[config.mk]
export PLATFORM = sky130hd
export DESIGN_NAME = seq_pattern_tx
export DESIGN_NICKNAME = d
export VERILOG_FILES = /design/src/rtl/seq_pattern_tx.sv
export SDC_FILE = /design/constraint.sdc
export NUM_CORES = 1
export LEC_CHECK = 0
export ABC_AREA = 1
export CAP_MARGIN = 20
export CORE_ASPECT_RATIO = 0.8
export CORE_MARGIN = 2
export CORE_UTILIZATION = 38
export DETAILED_ROUTE_END_ITERATION = 12
export PLACE_DENSITY_LB_ADDON = 0.3
export SLEW_MARGIN = 20
export SYNTH_ARGS = -nofsm -noshare
export SYNTH_HDL_FRONTEND = slang
export SYNTH_SLANG_ARGS = --single-unit
[constraint.sdc]
create_clock -name clk_i -period 3.6 [get_ports clk_i]
set_input_delay 1.08 -clock clk_i [delete_from_list [all_inputs] [get_ports clk_i]]
set_output_delay 1.08 -clock clk_i [all_outputs]
set_load 0.05 [all_outputs]
[src/rtl/seq_pattern_tx.sv]
// seq_pattern_tx
//   Serial pattern transmitter. When a start request is accepted it latches a
//   WIDTH-bit pattern and a repeat count. It then shifts the pattern out
//   MSB-first, one bit per clock, repeat_n_i+1 times, with GAP_CYC idle cycles
//   between repetitions. A one-cycle done pulse marks the end of the transfer.
//
// Ports
//   clk_i         clock, rising edge
//   reset_ni      asynchronous active-low reset
//   start_i       transfer request, sampled only while idle
//   pat_sel_i     0 = built-in PATTERN, 1 = pat_in_i
//   pat_in_i      runtime pattern, latched on an accepted start
//   repeat_n_i    extra repetitions, latched on an accepted start
//   dout_o        serial data, 0 whenever dout_valid_o is low
//   dout_valid_o  dout_o carries a pattern bit this cycle
//   frame_o       high with the MSB of each repetition
//   busy_o        transfer in progress
//   done_o        one-cycle pulse after the last bit
//
// State | meaning
// ------+-----------------------------------------------------------
// IDLE  | no transfer; waiting for start_i (this includes the done cycle)
// SHIFT | presenting one pattern bit per cycle, MSB first
// GAP   | idle spacing between repetitions, lasts GAP_CYC cycles

module seq_pattern_tx #(
  parameter int                WIDTH   = 4,
  parameter logic [WIDTH-1:0]  PATTERN = 4'b1011,
  parameter int                CNT_W   = 4,
  parameter int                GAP_CYC = 1
) (
  input  logic             clk_i,
  input  logic             reset_ni,
  input  logic             start_i,
  input  logic             pat_sel_i,
  input  logic [WIDTH-1:0] pat_in_i,
  input  logic [CNT_W-1:0] repeat_n_i,
  output logic             dout_o,
  output logic             dout_valid_o,
  output logic             frame_o,
  output logic             busy_o,
  output logic             done_o
);

  localparam int BW = (WIDTH > 2) ? $clog2(WIDTH) : 1;
  localparam logic [BW-1:0] BIT_LAST = BW'(WIDTH - 1);
  localparam logic [3:0]    GAP_LOAD = (GAP_CYC > 0) ? 4'(GAP_CYC - 1) : 4'd0;

  typedef enum logic [1:0] {
    ST_IDLE  = 2'd0,
    ST_SHIFT = 2'd1,
    ST_GAP   = 2'd2
  } state_t;

  state_t           state_q, state_d;
  logic [WIDTH-1:0] shreg_q, shreg_d;
  logic [WIDTH-1:0] pat_q, pat_d;
  logic [BW-1:0]    bit_cnt_q, bit_cnt_d;
  logic [CNT_W-1:0] rep_cnt_q, rep_cnt_d;
  logic [3:0]       gap_cnt_q, gap_cnt_d;

  logic dout_q, dout_d;
  logic valid_q, valid_d;
  logic frame_q, frame_d;
  logic busy_q, busy_d;
  logic done_q, done_d;

  logic [WIDTH-1:0] pat_sel_val;

  assign pat_sel_val = pat_sel_i ? pat_in_i : PATTERN;

  // State and datapath registers
  always_ff @(posedge clk_i or negedge reset_ni) begin
    if (!reset_ni) begin
      state_q   <= ST_IDLE;
      shreg_q   <= '0;
      pat_q     <= '0;
      bit_cnt_q <= '0;
      rep_cnt_q <= '0;
      gap_cnt_q <= '0;
      dout_q    <= 1'b0;
      valid_q   <= 1'b0;
      frame_q   <= 1'b0;
      busy_q    <= 1'b0;
      done_q    <= 1'b0;
    end else begin
      state_q   <= state_d;
      shreg_q   <= shreg_d;
      pat_q     <= pat_d;
      bit_cnt_q <= bit_cnt_d;
      rep_cnt_q <= rep_cnt_d;
      gap_cnt_q <= gap_cnt_d;
      dout_q    <= dout_d;
      valid_q   <= valid_d;
      frame_q   <= frame_d;
      busy_q    <= busy_d;
      done_q    <= done_d;
    end
  end

  // Next state and datapath. bit_cnt counts down the bits still to follow the
  // one currently on dout; the shift register rotates so its MSB is always
  // the bit about to be presented.
  always_comb begin
    state_d   = state_q;
    shreg_d   = shreg_q;
    pat_d     = pat_q;
    bit_cnt_d = bit_cnt_q;
    rep_cnt_d = rep_cnt_q;
    gap_cnt_d = gap_cnt_q;

    unique case (state_q)
      ST_IDLE: begin
        if (start_i) begin
          pat_d     = pat_sel_val;
          shreg_d   = pat_sel_val;
          bit_cnt_d = BIT_LAST;
          rep_cnt_d = repeat_n_i;
          state_d   = ST_SHIFT;
        end
      end
      ST_SHIFT: begin
        if (bit_cnt_q != '0) begin
          shreg_d   = {shreg_q[WIDTH-2:0], shreg_q[WIDTH-1]};
          bit_cnt_d = bit_cnt_q - BW'(1);
        end else if (rep_cnt_q != '0) begin
          rep_cnt_d = rep_cnt_q - CNT_W'(1);
          if (GAP_CYC == 0) begin
            shreg_d   = pat_q;
            bit_cnt_d = BIT_LAST;
          end else begin
            gap_cnt_d = GAP_LOAD;
            state_d   = ST_GAP;
          end
        end else begin
          state_d = ST_IDLE;
        end
      end
      ST_GAP: begin
        if (gap_cnt_q != '0) begin
          gap_cnt_d = gap_cnt_q - 4'd1;
        end else begin
          shreg_d   = pat_q;
          bit_cnt_d = BIT_LAST;
          state_d   = ST_SHIFT;
        end
      end
      default: state_d = ST_IDLE;
    endcase
  end

  // Outputs are derived from the next state so they appear registered in the
  // same cycle the state they describe becomes current.
  always_comb begin
    valid_d = (state_d == ST_SHIFT);
    busy_d  = (state_d != ST_IDLE);
    done_d  = (state_q == ST_SHIFT) && (state_d == ST_IDLE);
    frame_d = valid_d && (bit_cnt_d == BIT_LAST);
    dout_d  = valid_d && shreg_d[WIDTH-1];
  end

  assign dout_o       = dout_q;
  assign dout_valid_o = valid_q;
  assign frame_o      = frame_q;
  assign busy_o       = busy_q;
  assign done_o       = done_q;

endmodule

==> impl_metrics.tcl, run 1 <==
set metrics [dict create \
    overflow 0 \
    cp_max_fo 1 \
    layout_min_cycle_time_ps 2464 \
    finalNonFillerCells 217 \
    yosys.area_share.simple_pct 32.41 \
    p_total_mw 1.416 \
    final_common_cell "nand2_1" \
    cts_tree "yes" \
    clkTransAtPathRegs_ps 80 \
    finalSetupViolCount 0 \
    netlist_instances 156 \
    drive_above_1_share_pct 11.86 \
    cts-root-buf "clkbuf_8" \
    rrSetupSlack_ps 2210 \
    r2r-end "shreg_q[3]" \
    tightest_slew_ps 493.9 \
    critPathLaunchType "flip-flop" \
    io_pins 17 \
    worstSetupPathType "reg -> out" \
    post_drt_via_cell_ratio 4.604 \
    p_leak_nw 0.7995 \
    status "finished, final reports clean" \
    synth_nets 171 \
    nFillCells 302 \
    cp_num_buf_inv 1 \
    slew_viol_final 0 \
    rows 18 \
    gp_congestion 0.8211 \
    ff_latch_area_um2 625.6 \
    start_util_pct 40.33 \
    core-area_um2 3131 \
    stdcell_area_um2 1525 \
    die-area_um2 3802 \
    dp_cells 213 \
    num_vias 999 \
    ys.warnings.count 0 \
    ys_ff_latch 25 \
    critPathSlowestCell "clkdlybuf4s50_1" \
    wire_per_inst_um 10.75 \
    layout_setup_ws_ps 1136 \
    cts_setup_buffers 0 \
    cpLargestDelayFamily "buffers and inverters" \
    hold_violations 0 \
    yosys.area_share.adder_pct 2.973 \
    placed_cell_area_um2 1480 \
    rr_worst_depth 8 \
    fin_nets 193 \
    grt_pass1_vias 1018 \
    final_antenna_net_count 0 \
    grt_max_degree 26 \
    synth_top_family_by_area "simple AND/OR/NAND/NOR gates" \
    grt_pass1_wl_um 4353 \
    drt_pass1_iterations 4 \
    final_util_pct 48.72 \
    pre_cts_ws_ps 1308 \
    end_kind "output pin" \
    critPathLaunch "dout_o" \
    synthMuxAreaShare_pct 0 \
    critPathCapture "dout_o" \
    die_h_um 55.56 \
    htree_levels 1 \
    cp_cell_sequence "clkdlybuf4s50_1" \
    mostFrequentLayoutCells "nand2_1 (47), dfrtp_1 (25), inv_1 (19), nor2_1 (17), clkdlybuf4s50_1 (16)" \
    worstPathRequired_ps 2520 \
    multi_input_area_um2 550.5 \
    synth-xor-area-share_pct 0.6938 \
    insertion_delay_ps 260 \
    cts-buffers-inserted 3 \
    synth_area_leaders "dfrtp_1 (50%), nand2_1 (14%), inv_1 (5.6%)" \
    area_delta_synth_final_pct 20.81 \
    synth_top_area_share_pct 49.55 \
    synth_compound_area_share_pct 7.532 \
    finalWirelength_um 2333 \
    rsz0062_at_grt "no" \
    yosysTopAreaCell "dfrtp_1" \
    p_per_area_nw_per_um2 928.7 \
    crit_arrival_ps 1380 \
    drc 0 \
    cts_buffer_depth 2 \
    relSlewSlack_pct 66.97 \
    finalSetupTns_ps 0 \
    dp_hpwl_um 1855 \
    die_w_um 68.44 \
    finalCritPeriodShare_pct 68.45 \
    synth-seq-area-share_pct 49.55 \
    r2r_start "gap_cnt_q[0]" \
    maxCapViolations 0 \
    clkSinkCount 25 \
    postCtsHoldBufs 0 \
    vdd_drop_max_uv 389.1 \
    place.port_buffers 16 \
    critical_path_depth 1 \
    worstHoldPathType "reg -> reg" \
    syn_area_um2 1262 \
    yosysUniqueCellTypes 23 \
    cts_resized 0 \
    synth.avg_cell_area_um2 8.093 \
    clock.fmax_mhz 405.8 \
    critical_path.max_stage_delay_ps 790 \
    finalClockSkew_ps 1.661 \
    drtIter0Drc 37 \
    diodes 0 \
    grt_antenna_before_repair 0 \
    whs_ps 490.4 \
    grt_usage_pct 14.75 \
]
## cells by family (layout without fill, tap and decap cells)
kind of cell / count (synthesis) / in the layout
xor+xnor: 1 / 1
buf+inv: 23 / 44
simple gates: 87 / 87
compound gates: 17 / 17
flops: 25 / 25
fa+ha+maj: 3 / 3
## per-layer routing
layer | track usage [%] | vias up | part of all wire [%] | wire length, um
li1 | - | 527 | - | -
met1 | 18.25 | 461 | 47 | 1107
met2 | 25.69 | 9 | 50 | 1169
met3 | 4.277 | 2 | 1.9 | 45
met4 | 1.714 | 0 | 0.43 | 10
met5 | 0 | - | 0 | 0
## worst reg2reg max path, delay by kind of cell (launching register included)
kind | cells | cell delay [ps]
buffers and inverters | 2 | 150
and+or+nand+nor | 5 | 560
adders and majority gates | 1 | 200
DFF | 1 | 370
## report_power, final
group	internal, mW	switching [mW]	leakage [nW]	total, mW
clock network	0.0790	0.0846	0.0228	0.164
logic	0.254	0.489	0.466	0.743
registers	0.416	0.0944	0.311	0.510
total	0.748	0.668	0.800	1.42
## how the worst min path moves through the flow
stage	from	to	slack, ps	cells past startpoint
after floorplan	shreg_q[0]	shreg_q[0]	450	2
after global placement	shreg_q[0]	shreg_q[0]	460	2
after detailed placement	shreg_q[0]	shreg_q[0]	470	2
after CTS	shreg_q[0]	shreg_q[0]	490	2
after global routing	shreg_q[1]	shreg_q[1]	530	2
final	shreg_q[0]	shreg_q[0]	490	2
## Yosys cell counts (all sizes together)
cell type,instances
nand4,2
o22ai,1
nand2,54
dfrtp,25
xor2,1
or2,1
nor2,20
inv,22
a21boi,1
clkinv,1
nand3,10
o21ai,14
o211ai,1
ha,3
## registers in the layout, summed over array words and instances, names as in the netlist, 2 cells and up
register	cells
pat_q	4
gap_cnt_q	4
state_q	2
bit_cnt_q	2
rep_cnt_q	4
shreg_q	4
## cell type report
cell class | count | share of cell area (%)
repair buffers | 17 | 10.99
clock buffers | 4 | 2.953
inverters | 23 | 5.660
flip-flops and latches | 25 | 41.02
well taps | 40 | 3.281
multi-input cells | 108 | 36.10
Note: power is estimated with default switching activity, not from simulation.
==> run 2, diff against run 1 <==
==> constraint.sdc (replaced) <==
create_clock -name clk_i -period 2.15 [get_ports clk_i]
set_input_delay 0.645 -clock clk_i [delete_from_list [all_inputs] [get_ports clk_i]]
set_output_delay 0.645 -clock clk_i [all_outputs]
set_load 0.05 [all_outputs]
==> impl_metrics.tcl, run 2 (synthesis results as in run 1) <==
set metrics [dict create \
    io_pins 17 \
    insertion_delay_ps 260 \
    grt_pass1_wl_um 4236 \
    slew_viol_final 0 \
    cpLargestDelayFamily "buffers and inverters" \
    busiest_layer "met2" \
    use_met1_pct 20.87 \
    die_w_um 68.44 \
    nFillCells 302 \
    cts_setup_buffers 0 \
    min_to "shreg_q[3]" \
    overflow 0 \
    finalWirelength_um 2261 \
    dp_hpwl_um 1752 \
    clkTransAtPathRegs_ps 90 \
    critPathLaunchType "flip-flop" \
    critPathLaunch "busy_o" \
    cp_cell_sequence "clkdlybuf4s50_1" \
    crit_arrival_ps 1390 \
    cts_buffer_depth 2 \
    holdPathStages 2 \
    r2r_start "gap_cnt_q[0]" \
    grt_pass1_vias 969 \
    finalClockSkew_ps 2.459 \
    worstPathRequired_ps 1500 \
    cts-root-buf "clkbuf_8" \
    cp_num_buf_inv 1 \
    r2r-end "shreg_q[3]" \
    grt_antenna_before_repair 0 \
    critPathSlowestCell "clkdlybuf4s50_1" \
    cts_resized 0 \
    grt_usage_pct 14.36 \
    mostFrequentLayoutCells "nand2_1 (47), dfrtp_1 (25), inv_1 (19), nor2_1 (17), clkdlybuf4s50_1 (16)" \
    worstSetupPathType "reg -> out" \
    num_vias 1004 \
    drc 0 \
    htree_levels 1 \
    finalNonFillerCells 217 \
    layout_min_cycle_time_ps 2036 \
    cts-buffers-inserted 3 \
    grt_max_degree 26 \
    drt_pass1_iterations 4 \
    postCtsHoldBufs 0 \
    place.port_buffers 16 \
    stdcell_area_um2 1529 \
    met3_usage_pct 3.666 \
    placed_cell_area_um2 1480 \
    met2_usage_pct 21.70 \
    rr_worst_depth 8 \
    hold_violations 0 \
    cp_max_fo 1 \
    rows 18 \
    rrSetupSlack_ps 730 \
    area_delta_synth_final_pct 21.11 \
    final_antenna_net_count 0 \
    relSlewSlack_pct 66.43 \
    critical_path.max_stage_delay_ps 800 \
    drive_above_1_share_pct 12.43 \
    finalCritPeriodShare_pct 94.68 \
    wire_per_inst_um 10.42 \
    cts_tree "yes" \
    p_leak_nw 0.7985 \
    p_total_mw 2.364 \
    gp_congestion 0.8041 \
    final_common_cell "nand2_1" \
    fin_nets 193 \
    status "finished, final reports clean" \
    post_drt_via_cell_ratio 4.627 \
    drtIter0Drc 45 \
    p_per_area_nw_per_um2 1546 \
    start_util_pct 40.33 \
    tightest_slew_ps 502.0 \
    finalSetupTns_ps 0 \
    finalSetupViolCount 0 \
    dp_cells 213 \
    core-area_um2 3131 \
    worstHoldPathType "reg -> reg" \
    clock.fmax_mhz 491.2 \
    die_h_um 55.56 \
    end_kind "output pin" \
    min_from "shreg_q[3]" \
    maxCapViolations 0 \
    vdd_drop_max_uv 646.5 \
    clkSinkCount 25 \
    die-area_um2 3802 \
    diodes 0 \
    rsz0062_at_grt "no" \
]
==> run 2: cell count changes in the layout (fill, tap and decap cells not counted), sizes merged <==
cell,change
clkbuf,-1
clkinvlp,+1
==> run 2: per-stage QoR <==
step	worst slack (ps)	utilization (%)	hold slack, ps
after floorplan	829.4	-	349.4
after detailed placement	288.4	47.28	470.9
after global placement	307.6	47.28	465.8
final	114.3	48.84	492.5
after CTS	100.8	48.84	493.6
after global routing	62.70	48.84	522.1
==> run 2: worst register-to-register path, delay by kind of cell (launching register included) <==
kind / cells / cell delay [ps]
AND/OR/NAND/NOR: 5 / 590
buffers and inverters: 2 / 150
flip-flops: 1 / 370
adder cells (fa/ha/maj): 1 / 200
==> run 2: final cells by class <==
| cell class | instances | area (um2) | share of cell area (%) |
|---|---|---|---|
| inverter | 23 | 86.33 | 5.646 |
| sequential | 25 | 625.6 | 40.92 |
| clock buffer | 3 | 41.29 | 2.700 |
| multi-input combinational | 108 | 550.5 | 36.01 |
| tap | 40 | 50.05 | 3.273 |
| timing repair buffer | 17 | 167.7 | 10.97 |
| clock inverter | 1 | 7.507 | 0.4910 |
==> run 2: worst max path at each step <==
stage                        end  slack, ps  depth (start not counted)
floorplan             shreg_q[3]        830                          6
global placement      shreg_q[1]        310                          7
detailed placement    shreg_q[3]        290                          7
CTS                 dout_valid_o        100                          1
global route              busy_o         60                          1
finish                    busy_o        110                          1
==> run 2: metal layers <==
| layer | wire, um | share of wire [%] |
|---|---|---|
| met1 | 1146 | 51 |
| met2 | 1041 | 46 |
| met3 | 63 | 2.8 |
| met4 | 10 | 0.44 |
| met5 | 0 | 0 |
==> run 2: power by group <==
part,internal [mW],leakage (nW),switching [mW]
Combinational,0.424,0.466,0.814
Clock,0.131,0.0217,0.146
Sequential,0.696,0.311,0.153
Total,1.25,0.799,1.11
